### src/rtl/max_arb_pkg.sv
// Shared types and constants for the two-requester find_MAX sequencer.
// The instruction encodings are common to the sequencer and the datapath.
package max_arb_pkg;

   localparam int DEF_DW = 8;
   localparam int DEF_IW = 3;
   localparam int DEF_LW = 4;
   localparam int DEF_TW = 8;

   localparam logic [DEF_IW-1:0] INSTR_MAX     = 3'd0;
   localparam logic [DEF_IW-1:0] INSTR_MIN     = 3'd1;
   localparam logic [DEF_IW-1:0] INSTR_MAX_ABS = 3'd2;
   localparam logic [DEF_IW-1:0] INSTR_MIN_ABS = 3'd3;
   localparam logic [DEF_IW-1:0] INSTR_PASS_A  = 3'd4;
   localparam logic [DEF_IW-1:0] INSTR_PASS_B  = 3'd5;

   typedef enum logic [3:0] {
      S_IDLE,
      S_START,
      S_STREAM,
      S_FWD,
      S_ONE_LEFT,
      S_LAST,
      S_FWD_LAST,
      S_WAIT_FIN,
      S_DONE
   } state_t;

   // States in which the owner may hand over an operand pair.
   function automatic logic accepts_pair(input state_t s);
      return (s == S_STREAM) || (s == S_LAST);
   endfunction

   function automatic logic forwards_pair(input state_t s);
      return (s == S_FWD) || (s == S_FWD_LAST);
   endfunction

endpackage

### src/rtl/max_job_arbiter_rr.sv
// Two-input round-robin arbiter with a registered last-served pointer.
// The pointer only moves when the sequencer finishes a job.
module rr_arbiter2 (
   input  logic       clk,
   input  logic       rst_n,
   input  logic [1:0] req,
   input  logic       update,
   input  logic       served,
   output logic       pick,
   output logic       any
);

   logic last;

   // Reset to "1 served last" so requester 0 wins the first tie.
   always_ff @(posedge clk or negedge rst_n) begin
      if (!rst_n) begin
         last <= 1'b1;
      end else if (update) begin
         last <= served;
      end
   end

   always_comb begin
      any  = |req;
      pick = 1'b0;
      case (req)
         2'b01:   pick = 1'b0;
         2'b10:   pick = 1'b1;
         2'b11:   pick = ~last;
         default: pick = 1'b0;
      endcase
   end

endmodule

### src/rtl/max_job_arbiter.sv
// Job sequencer sharing one find_MAX datapath between two requesters:
// grants a job, streams its pairs with one_left before the last, returns the maximum.
module max_job_arbiter
   import max_arb_pkg::*;
#(
   parameter int DW = DEF_DW,
   parameter int IW = DEF_IW,
   parameter int LW = DEF_LW,
   parameter int TW = DEF_TW
) (
   input  logic          clk,
   input  logic          rst_n,
   input  logic          req0,
   input  logic          req1,
   input  logic [LW-1:0] len0,
   input  logic [LW-1:0] len1,
   input  logic          pvalid0,
   input  logic          pvalid1,
   input  logic [DW-1:0] pa0,
   input  logic [DW-1:0] pa1,
   input  logic [DW-1:0] pb0,
   input  logic [DW-1:0] pb1,
   input  logic [IW-1:0] pinstr0,
   input  logic [IW-1:0] pinstr1,
   output logic          pready0,
   output logic          pready1,
   output logic          gnt0,
   output logic          gnt1,
   output logic          done0,
   output logic          done1,
   output logic [DW-1:0] result,
   output logic          err,
   output logic          dp_start,
   output logic          dp_valid,
   output logic          dp_one_left,
   output logic [DW-1:0] dp_a,
   output logic [DW-1:0] dp_b,
   output logic [IW-1:0] dp_instr,
   input  logic [DW-1:0] dp_maximum,
   input  logic          dp_finish
);

   localparam logic [LW-1:0] LEN_ONE  = LW'(1);
   localparam logic [TW-1:0] TIM_ONE  = TW'(1);
   localparam logic [TW-1:0] TIM_LAST = {{(TW-1){1'b1}}, 1'b0};

   state_t        state;
   logic          owner;
   logic [LW-1:0] remaining;
   logic [TW-1:0] timer;

   logic          arb_pick;
   logic          arb_any;
   logic [LW-1:0] pick_len;
   logic          own_pvalid;
   logic [DW-1:0] own_pa;
   logic [DW-1:0] own_pb;
   logic [IW-1:0] own_pinstr;
   logic          busy;
   logic          accepting;
   logic          handshake;

   rr_arbiter2 u_arb (
      .clk    (clk),
      .rst_n  (rst_n),
      .req    ({req1, req0}),
      .update (state == S_DONE),
      .served (owner),
      .pick   (arb_pick),
      .any    (arb_any)
   );

   assign pick_len   = arb_pick ? len1 : len0;
   assign own_pvalid = owner ? pvalid1 : pvalid0;
   assign own_pa     = owner ? pa1 : pa0;
   assign own_pb     = owner ? pb1 : pb0;
   assign own_pinstr = owner ? pinstr1 : pinstr0;

   assign busy      = (state != S_IDLE);
   assign accepting = accepts_pair(state);
   assign handshake = accepting & own_pvalid;

   assign gnt0        = busy & ~owner;
   assign gnt1        = busy & owner;
   assign pready0     = accepting & ~owner;
   assign pready1     = accepting & owner;
   assign done0       = (state == S_DONE) & ~owner;
   assign done1       = (state == S_DONE) & owner;
   assign dp_start    = (state == S_START);
   assign dp_valid    = forwards_pair(state);
   assign dp_one_left = (state == S_ONE_LEFT);

   always_ff @(posedge clk or negedge rst_n) begin
      if (!rst_n) begin
         state     <= S_IDLE;
         owner     <= 1'b0;
         remaining <= '0;
         timer     <= '0;
         dp_a      <= '0;
         dp_b      <= '0;
         dp_instr  <= '0;
         result    <= '0;
         err       <= 1'b0;
      end else begin
         case (state)
            S_IDLE: begin
               if (arb_any) begin
                  owner <= arb_pick;
                  // A zero length still carries one pair.
                  remaining <= (pick_len == '0) ? LEN_ONE : pick_len;
                  state     <= S_START;
               end
            end
            S_START: begin
               state <= (remaining == LEN_ONE) ? S_ONE_LEFT : S_STREAM;
            end
            S_STREAM: begin
               if (handshake) begin
                  dp_a      <= own_pa;
                  dp_b      <= own_pb;
                  dp_instr  <= own_pinstr;
                  remaining <= remaining - LEN_ONE;
                  state     <= S_FWD;
               end
            end
            S_FWD: begin
               state <= (remaining == LEN_ONE) ? S_ONE_LEFT : S_STREAM;
            end
            S_ONE_LEFT: begin
               state <= S_LAST;
            end
            S_LAST: begin
               if (handshake) begin
                  dp_a     <= own_pa;
                  dp_b     <= own_pb;
                  dp_instr <= own_pinstr;
                  state    <= S_FWD_LAST;
               end
            end
            S_FWD_LAST: begin
               timer <= '0;
               state <= S_WAIT_FIN;
            end
            S_WAIT_FIN: begin
               timer <= timer + TIM_ONE;
               // Finish wins over a timeout landing in the same cycle.
               if (dp_finish) begin
                  result <= dp_maximum;
                  err    <= 1'b0;
                  state  <= S_DONE;
               end else if (timer == TIM_LAST) begin
                  result <= '0;
                  err    <= 1'b1;
                  state  <= S_DONE;
               end
            end
            S_DONE: begin
               state <= S_IDLE;
            end
            default: begin
               state <= S_IDLE;
            end
         endcase
      end
   end

endmodule

### config.mk
export PLATFORM = sky130hd
export DESIGN_NAME = max_job_arbiter
export DESIGN_NICKNAME = d
export VERILOG_FILES = /design/src/rtl/max_arb_pkg.sv /design/src/rtl/max_job_arbiter_rr.sv /design/src/rtl/max_job_arbiter.sv
export SDC_FILE = /design/constraint.sdc
export NUM_CORES = 1
export LEC_CHECK = 0
export CORE_MARGIN = 3
export CORE_UTILIZATION = 43
export DETAILED_ROUTE_END_ITERATION = 10
export PLACE_DENSITY = 0.8
export SLEW_MARGIN = 20
export SYNTH_ARGS = -nofsm -noshare
export SYNTH_HDL_FRONTEND = slang
export SYNTH_SLANG_ARGS = --single-unit
### constraint.sdc
create_clock -name clk -period 2.25 [get_ports clk]
set_clock_uncertainty 0.05 [all_clocks]
set_input_delay 0.45 -clock clk [delete_from_list [all_inputs] [get_ports clk]]
set_output_delay 0.45 -clock clk [all_outputs]
set_load 0.02 [all_outputs]
-- Word-level counts from Yosys, hierarchy flattened
Index checks and enable logic that the tools add are counted.
- muxes and demuxes: 22
- add/subtract/negate cells: 2
- bitwise logic cells: 9
- reductions and logical operators: 16
- eq/ne operators: 16
- operator list (cell ; number):
    2-to-1 mux 4 bit ; 9
    2-to-1 mux 8 bit ; 4
    case mux 4 bit (7 select lines) ; 1
    equality test 4 x 3 -> 1 bit (second input constant) ; 4
    case mux 8 bit (2 select lines) ; 1
    adder 8 x 1 -> 8 bit (second input constant) ; 1
    equality test 4 x 1 -> 1 bit (second input constant) ; 2
    equality test 4 x 2 -> 1 bit (second input constant) ; 2
    equality test 8 bit (second input constant) ; 1
    zero test 4 bit ; 2
    case mux 4 bit (2 select lines) ; 1
    bitwise AND 1 bit ; 7
    2-to-1 mux 3 bit ; 2
    inequality test 2 bit (second input constant) ; 3
    AND reduction 2 bit ; 3
    nonzero test 2 bit ; 3
    OR reduction 2 bit ; 3
    equality test 2 bit (second input constant) ; 2
    equality test 4 bit (second input constant) ; 1
    AND reduction 4 bit ; 1
    nonzero test 4 bit ; 1
    subtractor 4 x 1 -> 4 bit (second input constant) ; 1
    2-to-1 mux 1 bit ; 3
    inequality test 3 bit (second input constant) ; 1
    4 further kinds ; 6
- flip-flop bits (word level): 46
- logic and storage cells: 75

-- Longest topological paths before layout
Gate-level depths: netlist (run 1).
- depth in word-level cells: 7
- depth in mapped cells: 7
- depth with buffers taken out: 6

-- Modules after synthesis
From an unflattened synthesis (run 1), not the netlist that was laid out.
- cells, all modules: 245
- area, all modules: 2419.8 µm²
- by module, submodules not included (module ; instances ; area each (µm²) ; cells an instance):
    max_job_arbiter ; 1 ; 2364.8 ; 241
    rr_arbiter2 ; 1 ; 55.1 ; 4

-- Worst setup path after synthesis (run 1)
No wires, ideal clock.
- kind: register -> output
- from: register state[0]
- to: output dp_start
- buffers on the path: 1
- path slack: 0.390 ns
- cell stages (with the launch flop): 4
- data required time: 1.750 ns
- arrival: 1.360 ns
- path through: dfrtp_1 > buf_2 > inv_1 > nor4_1
- longest elaborated chain between the ends: 1
- RTL lines (what ; line ; RTL):
    start: declaration ; max_job_arbiter.sv:47 ; state_t state;
    start signal: assignment ; max_job_arbiter.sv:115 ; state <= (remaining == LEN_ONE) ? S_ONE_LEFT : S_STREAM;
    start signal: assignment ; max_job_arbiter.sv:127 ; state <= (remaining == LEN_ONE) ? S_ONE_LEFT : S_STREAM;
    equality test 4 x 1 -> 1 bit ; max_job_arbiter.sv:89 ; assign dp_start = (state == S_START);
    end: declaration ; max_job_arbiter.sv:33 ; output logic dp_start,
Every way passes these cells.

-- Worst setup path after layout (run 1)
- from: register state[2]
- to: register remaining[3]
- longest elaborated chain between the ends: 5
- elaborated cells on any way between the ends: 10
- RTL lines (what ; line ; RTL):
    equality test 4 x 2 -> 1 bit / equality test 4 x 3 -> 1 bit (equally long branches) ; max_arb_pkg.sv:31, max_job_arbiter.sv:105 ;
    logical OR 1 bit ; max_arb_pkg.sv:31 ; return (s == S_STREAM) || (s == S_LAST);
    bitwise AND 1 bit ; max_job_arbiter.sv:81 ; assign handshake = accepting & own_pvalid;
    inequality test 2 bit (no source line) ; - ;
    AND reduction 3 bit (no source line) ; - ;
    end signal: assignment ; max_job_arbiter.sv:110 ; remaining <= (pick_len == '0) ? LEN_ONE : pick_len;
    end signal: assignment ; max_job_arbiter.sv:122 ; remaining <= remaining - LEN_ONE;
    end: declaration ; max_job_arbiter.sv:49 ; logic [LW-1:0] remaining;
Parallel ways exist; a longest one is shown, timed or not.
A chain may end at the register's enable or synchronous reset.

==> flow_summary.yaml, run 1 <==
route:
  vias: 2191
  remaining_drc_errors: 0
  ant_nets: 0
  drt_iter0_markers: 67
  wl_per_cell_um: 15.4
  wirelength_mm: 6.39
  drt-pass1-iter-count: 4
  vias_per_cell: 5.29
worst_setup_path:
  critPathSlowestCell: "or4b_1"
  critPathTopFamily: "simple AND/OR/NAND/NOR gates"
  arrival_ns: 2.27
  cp_data_required_time_ns: 2.40
  crit_chain: "buf_4 > or4b_1 > o22ai_4 > o21ai_1 > a22o_1"
  start_kind: "flip-flop"
  cp-end-kind: "flip-flop"
  worstSetupPathType: "reg2reg"
  cp_slowest_stage_delay_ns: 0.66
  critPathMaxFanout: 9
  crit_buf_inv: 1
clock_tree:
  ctsRootBufferMaster: "clkbuf_8"
  cts_tree: "done"
  cts_sinks: 46
  clk_transition_reported_paths_ns: 0.09
  clock_tree.buffer_depth: 2
  clk_latency_ns: 0.30
  cts_buffers: 5
  htree_levels: 2
floorplanning:
  dieArea_mm2: 0.00647
  core_area_mm2: 0.00524
  die_x_um: 80.4
  start_util_pct: 45.5
  die_y_um: 80.4
  rows: 26
  num_io_pins: 98
timing:
  worst_slack_ns: 0.125
  timing.fmax_mhz: 471
  fin_tns_setup_ns: 0
  setup_violations: 0
  slew_viol_final: 0
  max-slew-margin-rel_pct: 54.1
  fin_crit_sh_pct: 94.4
  finalHoldViolations: 0
  rsz0062_at_grt: "no"
  final.min_clock_period_ns: 2.12
  tightest_slew_ns: 0.687
power_and_ir_drop:
  total_power_mw: 4.24
  ir_worst_vdd_v: 0.000685
  p_per_area_mw_per_mm2: 1180
  p_leak_nw: 1.61
synth:
  yosys.area_share.adder_pct: 2.10
  ys_ff_latch: 46
  post_synth_xor_area_fraction_pct: 0.368
  syn-num-nets: 304
  muxShareOfSynthArea_pct: 10.6
  synth_compound_area_share_pct: 18.5
  synth_top_family_by_area: "compound AO/OA/AOI/OAI gates"
  postSynthCellCount: 239
  ys_types: 47
  synth_top_cell_area_share_pct: 47.3
  synth_warnings: 0
  syn_area_per_cell_um2: 9.96
  synth_edf_count: 0
  synth_top_area_cell: "dfrtp_1"
  synth_area_leaders: "dfrtp_1 (47%), mux2i_1 (9.7%), o21ai_0 (5.7%), nand2_1 (4.6%), a22o_1 (3.7%)"
  async_reset_ff_share_pct: 100
  seq_area_frac_synth_pct: 48.4
  synth-simple-area-share_pct: 15.9
  synth_flop_cell: "dfrtp_1"
  synthesis.area_mm2: 0.00238
final_layout:
  nets: 408
  drive_gt1_share_pct: 10.8
  synthToLayoutAreaGrowth_pct: 51.5
  final_cell_mix: "clkdlybuf4s50_1 (87), dfrtp_1 (42), nand2_1 (29)"
  diodes: 0
  final_common_cell: "clkdlybuf4s50_1"
place:
  gp_congestion: 0.791
  place_ws_ns: 0.0602
  dp_hpwl_mm: 4.90
  numPortBuffers: 97
grt:
  grt_pass1_wl_mm: 10.3
  antenna_found_initial: 0
  grt_max_degree: 39
  grt_pass1_vias: 2194
  grt-ovfl-total: 0
  grt_use_total_pct: 20.5
flow_run:
  maxCapViolations: 0
worst_hold_path:
  hp-class: "in2async"
outcome:
  status: "completed"
report_power, final:
group	internal, mW	switching, mW	total (mW)
combinational	1.11	1.21	2.33
sequential	1.16	0.243	1.40
clock	0.220	0.288	0.508
total	2.50	1.74	4.24
per-layer routing:
| layer | share of wire (%) | wire, um | GRT usage, % | vias to the layer above |
|---|---|---|---|---|
| li1 | - | - | - | 1076 |
| met1 | 45 | 2890 | 26.5 | 1029 |
| met2 | 47 | 2990 | 33.7 | 75 |
| met3 | 6.2 | 398 | 4.26 | 11 |
| met4 | 1.7 | 110 | 7.77 | 0 |
| met5 | 0 | 0 | 0 | - |
layout make-up:
cell class                      instances  area (um2)
Fill cell                             419        1630
Inverter                                8        30.0
Multi-Input combinational cell        171        1180
Timing Repair Buffer                  111        1060
Tap cell                               70        87.6
Sequential cell                        46        1160
Clock buffer                            6        72.6
Clock inverter                          2        13.8
final timing paths:
check / from / endpoint / slack, ns / cells past startpoint
max in group asynchronous: rst_n / state[0] / 1.54 / 2
worst min register to register: dp_instr[0] / dp_instr[0] / 0.44 / 2
worst max-delay path: state[2] / remaining[3] / 0.13 / 5
min in group clk: dp_instr[0] / dp_instr[0] / 0.44 / 2
worst min-delay path: rst_n / dp_a[1] / 0.07 / 1
worst max register to register: state[2] / remaining[3] / 0.13 / 5
Yosys cell counts, drive strengths merged (4+ instances only):
library cell	n
buf	10
clkbuf	4
nor2	14
dfrtp	45
inv	8
and2	4
nand2	29
o22ai	4
a21oi	9
a22o	10
nand3	6
nand2b	4
o21ai	28
mux2i	23
ha	4
per-stage QoR:
stage	util [%]	instances	instance area [um2]	hold slack [ns]
detailed placement	66.6	406	3490	0.421
finish	68.9	414	3610	0.0749
floorplan	-	239	2380	0.104
CTS	68.5	414	3590	0.0824
global placement	66.6	406	3490	0.414
global route	68.9	414	3610	0.104
what timing repair did:
item,in CTS,in global routing
cloned,0,0
buffers inserted,0,0
gates resized for setup,13,8
hold buffers,0,0
pin swaps,0,1
setup endpoints to repair,9,5
state kept, by name, summed over array words and instances (netlist names):
signal,count
owner,1
u_arb.last,1
dp_b,8
timer,8
dp_instr,3
remaining,4
result,8
dp_a,8
err,1
state,4
cell families after synthesis:
kind of cell / count (synthesis)
XOR/XNOR: 1
buffers and inverters: 22
flip-flops: 46
AO/OA/AOI/OAI: 67
multiplexers: 25
AND/OR/NAND/NOR: 74
adder cells (fa/ha/maj): 4
(Power assumes the default switching activity.)
==> run 2, diff against run 1 <==
- MAX_ROUTING_LAYER: unset -> met4
==> flow_summary.yaml, run 2 (synthesis gave the netlist of run 1 again) <==
clock_tree:
  post_cts_buffers: 0
  htree_levels: 2
  cts_sinks: 46
  cts_tree: "done"
  clk_latency_ns: 0.30
  clk_transition_reported_paths_ns: 0.08
  clock_tree.buffer_depth: 2
  ctsRootBufferMaster: "clkbuf_8"
  cts_buffers: 5
  holdBufCountCts: 0
route:
  wirelength_mm: 6.44
  ant_nets: 0
  wl_per_cell_um: 15.6
  remaining_drc_errors: 0
  drt_iter0_markers: 68
  vias_per_cell: 5.30
  drt-pass1-iter-count: 6
  vias: 2196
worst_setup_path:
  critPathSlowestCell: "dfrtp_2"
  worstSetupPathType: "reg2out"
  start_kind: "flip-flop"
  arrival_ns: 1.63
  crit_buf_inv: 2
  critPathTopFamily: "buffers and inverters"
  crit_chain: "buf_4 > xnor2_1 > nor3b_1 > dlygate4sd2_1"
  cp_slowest_stage_delay_ns: 0.49
  reg2reg_slack_ns: 0.12
  critPathMaxFanout: 9
  cp-end-kind: "output port"
  cp_data_required_time_ns: 1.75
timing:
  timing.fmax_mhz: 469
  setup_violations: 0
  rsz0062_at_grt: "no"
  tightest_slew_ns: 0.698
  fin_tns_setup_ns: 0
  max-slew-margin-rel_pct: 53.4
  final.min_clock_period_ns: 2.13
  finalHoldViolations: 0
  slew_viol_final: 0
  fin_crit_sh_pct: 94.8
floorplanning:
  start_util_pct: 45.5
  core_area_mm2: 0.00524
  die_x_um: 80.4
  num_io_pins: 98
  rows: 26
  dieArea_mm2: 0.00647
  die_y_um: 80.4
grt:
  antenna_found_initial: 0
  grt_pass1_wl_mm: 10.3
  met3_usage_pct: 4.26
  grt_use_total_pct: 21.0
  grt_max_degree: 39
  grt_pass1_vias: 2197
  grt-ovfl-total: 0
  grt-busiest-layer: "met2"
  use_met1_pct: 26.5
  grt_use_met2_pct: 33.6
final_layout:
  nets: 408
  fillerInstances: 419
  diodes: 0
  synthToLayoutAreaGrowth_pct: 51.5
  final_common_cell: "clkdlybuf4s50_1"
  final_cell_mix: "clkdlybuf4s50_1 (87), dfrtp_1 (42), nand2_1 (29)"
  drive_gt1_share_pct: 10.8
  final_area_mm2: 0.00361
  fin_cells: 414
flow_run:
  maxCapViolations: 0
power_and_ir_drop:
  p_leak_nw: 1.61
  p_per_area_mw_per_mm2: 1180
  ir_worst_vdd_v: 0.000685
place:
  dpl.cell_count: 406
  dp_hpwl_mm: 4.90
  numPortBuffers: 97
  gp_congestion: 0.802
  dpl_cell_area_mm2: 0.00349
worst_hold_path:
  hp-class: "in2async"
outcome:
  status: "completed"
-- run 2: timing repair --
action                                  in CTS  in global routing
endpoints found under the setup margin       9                  5
resized for setup                           13                  8
pin swaps                                    0                  1
-- run 2: layout make-up --
type / count / area, um2 / share of cell area [%]
clock inverter: 2 / 13.8 / 0.382
inverter: 8 / 30.0 / 0.832
clock buffer: 6 / 72.6 / 2.01
tap: 70 / 87.6 / 2.43
multi-input combinational: 171 / 1180 / 32.8
timing repair buffer: 111 / 1060 / 29.5
sequential: 46 / 1160 / 32.0
-- run 2: per-layer routing --
metal / wire, um / share of wire [%] / vias to the layer above
met2: 3000 / 47 / 69
met4: 119 / 1.8 / 0
met5: 0 / 0 / -
met1: 2930 / 46 / 1035
li1: - / - / 1079
met3: 388 / 6.0 / 13
-- run 2: worst paths after layout --
check                       startpoint            to  depth (start not counted)
setup / recovery              state[2]      dp_valid                          4
hold / removal                   rst_n       dp_a[1]                          1
setup reg to reg              state[2]  remaining[3]                          5
hold reg to reg            dp_instr[0]   dp_instr[0]                          2
max in group asynchronous        rst_n      state[0]                          2
min in group clk           dp_instr[0]   dp_instr[0]                          2
-- run 2: worst register-to-register path, cell delays in order (launching register included) --
cell and delay, ns:
dfrtp_2 0.49, buf_4 0.20, or4b_1 0.66, o22ai_4 0.29
o21ai_1 0.10, a22o_1 0.24
-- run 2: power breakdown --
part	internal (mW)	switching, mW
clock	0.220	0.290
combinational	1.11	1.22
sequential	1.16	0.244
total	2.50	1.75
-- run 2: metrics by stage --
stage	hold WS [ns]	setup slack [ns]	power, mW	utilization [%]
floorplan	0.104	0.390	2.73	-
global placement	0.414	0.106	3.68	66.6
detailed placement	0.421	0.0602	3.76	66.6
CTS	0.0824	0.0289	4.25	68.5
global route	0.104	0.00542	4.55	68.9
finish	0.0761	0.117	4.25	68.9
==> RTL edit, RTL diff (settings of run 2) <==
Reset style: synchronous (`rst_n`), changed in 2 clocked blocks.
--- a/src/rtl/max_job_arbiter_rr.sv
+++ b/src/rtl/max_job_arbiter_rr.sv
@@ -13,7 +13,7 @@
    logic last;
 
    // Reset to "1 served last" so requester 0 wins the first tie.
-   always_ff @(posedge clk or negedge rst_n) begin
+   always_ff @(posedge clk) begin
       if (!rst_n) begin
          last <= 1'b1;
       end else if (update) begin
--- a/src/rtl/max_job_arbiter.sv
+++ b/src/rtl/max_job_arbiter.sv
@@ -90,7 +90,7 @@
    assign dp_valid    = forwards_pair(state);
    assign dp_one_left = (state == S_ONE_LEFT);
 
-   always_ff @(posedge clk or negedge rst_n) begin
+   always_ff @(posedge clk) begin
       if (!rst_n) begin
          state     <= S_IDLE;
          owner     <= 1'b0;
Behaviour: differs if rst_n is asserted again (counterexample within 4 cycles, from zero or initial values and one cycle with rst_n low); with rst_n held inactive, the same outputs for 10 cycles.
==> RTL edit against run 2 <==
  * Sequential cell count is the same
  * Worst setup slack better by 0.0015 ns
  * Sequential share of layout area is 6.3 points lower
  * First-iteration DRC count is 62% higher
  * Cell count is 4.8% higher
  * Final area fell by 0.66%
  * Wire length down 1.1%
  * Area after synthesis rose by 1.4%
  * Die area is 1.3% higher
  * Critical path type unchanged
  * Highest routed layer unchanged
Power is not compared: it rests on default switching activity, and its combinational part moved more than twofold at a synthesized area within 25%.
==> RTL edit: results (changes against run 2) <==
grt_pass1_vias: 2230  # was 2197
synth_area_leaders: "dfxtp_1 (38%), mux2i_1 (10%), nor2_1 (5.3%)"  # was dfrtp_1 (47%), mux2i_1 (9.7%), o21ai_0 (5.7%)
hpwlAfterDp_mm: 4.88  # was 4.90 mm
preCtsSetupSlack_ns: 0.0397  # was 0.0602 ns
grt_use_total_pct: 20.5  # was 21.0%
synth_cell_types: 48  # was 47
max_freq_mhz: 469  # about the same
dr.pass1.iters: 4  # was 6
synth_common_cells: "dfxtp_1 (46), nor2_1 (34), mux2i_1 (25), nand2_1 (17), a21oi_1 (12)"  # was dfrtp_1 (45), nand2_1 (29), o21ai_0 (27), mux2i_1 (23), nor2_1 (14)
syn_nets: 327  # was 304
worst_ir_drop_vdd_mv: 0.354
place_area_um2: 3490  # about the same
cp_max_fo: 6  # was 9
reg2reg_slack_ns: 0.34  # was 0.12 ns
htreeDepth: 2  # unchanged
drive_gt1_share_pct: 13.2  # was 10.8%
synth_seq_area_share_pct: 38.1  # was 48.4%
grt_max_degree: 33  # was 39
vias: 2310  # was 2196
worst_pin_slew_ns: 0.609  # was 0.698 ns
gp_congestion: 0.826  # was 0.802
async_flop_share_pct: 0  # was 100%
hold_ws_ns: 0.436  # was 0.0761 ns
status: "completed"  # unchanged
final_nets: 428  # was 408
==> RTL edit: logic make-up (layout without fill, tap and decap cells) <==
kind of cell / after synthesis / in the layout / synth area share, %
buffers and inverters: 25 / 127 / 5.80
multiplexers: 27 / 27 / 11.3
XOR/XNOR: 1 / 1 / 0.363
AND/OR/NAND/NOR: 93 / 93 / 20.6
AO/OA/AOI/OAI: 66 / 66 / 21.7
flip-flops: 46 / 46 / 38.1
adder cells (fa/ha/maj): 4 / 4 / 2.07
==> RTL edit: power breakdown <==
| group | internal [uW] | switching [uW] |
|---|---|---|
| logic | 423 | 413 |
| registers | 893 | 63.6 |
| clock network | 219 | 295 |
| total | 1530 | 772 |
==> RTL edit: cell type report <==
class | instances | area (um2)
Clock buffer | 5 | 68.8
Clock inverter | 3 | 21.3
Fill cell | 465 | 1690
Inverter | 8 | 30.0
Multi-Input combinational cell | 191 | 1360
Sequential cell | 46 | 923
Tap cell | 70 | 87.6
Timing Repair Buffer | 111 | 1090
==> RTL edit: path summary, 6_finish.rpt <==
| kind | from | to | depth (start not counted) |
|---|---|---|---|
| hold / removal | result[5]$_SDFFE_PN0P_ | result[5]$_SDFFE_PN0P_ | 1 |
| setup reg to reg | timer[1]$_SDFFE_PN0P_ | result[2]$_SDFFE_PN0P_ | 5 |
| hold reg to reg | result[5]$_SDFFE_PN0P_ | result[5]$_SDFFE_PN0P_ | 1 |
| setup / recovery | state[0]$_SDFFE_PN0P_ | done1 | 4 |
==> RTL edit: worst max-delay path: stages, from the launching register on <==
cell and delay, ns:
dfxtp_2 0.37, nor4b_2 0.30, buf_4 0.16, and2_1 0.15, dlygate4sd2_1 0.36
==> RTL edit: per-stage QoR <==
| step | utilization (%) | std cells |
|---|---|---|
| after detailed placement | 66.3 | 426 |
| after CTS | 68.0 | 434 |
| after global placement | 66.3 | 426 |
| after global routing | 68.0 | 434 |
| final | 68.0 | 434 |
| after floorplan | - | 262 |
==> RTL edit: metal layers <==
layer / global-route usage, % / vias to the layer above / share of wire (%)
met4: 4.73 / 0 / 0.86
met2: 34.5 / 84 / 48
met5: - / - / 0
li1: - / 1155 / -
met1: 24.0 / 1065 / 43
met3: 6.32 / 6 / 8.1
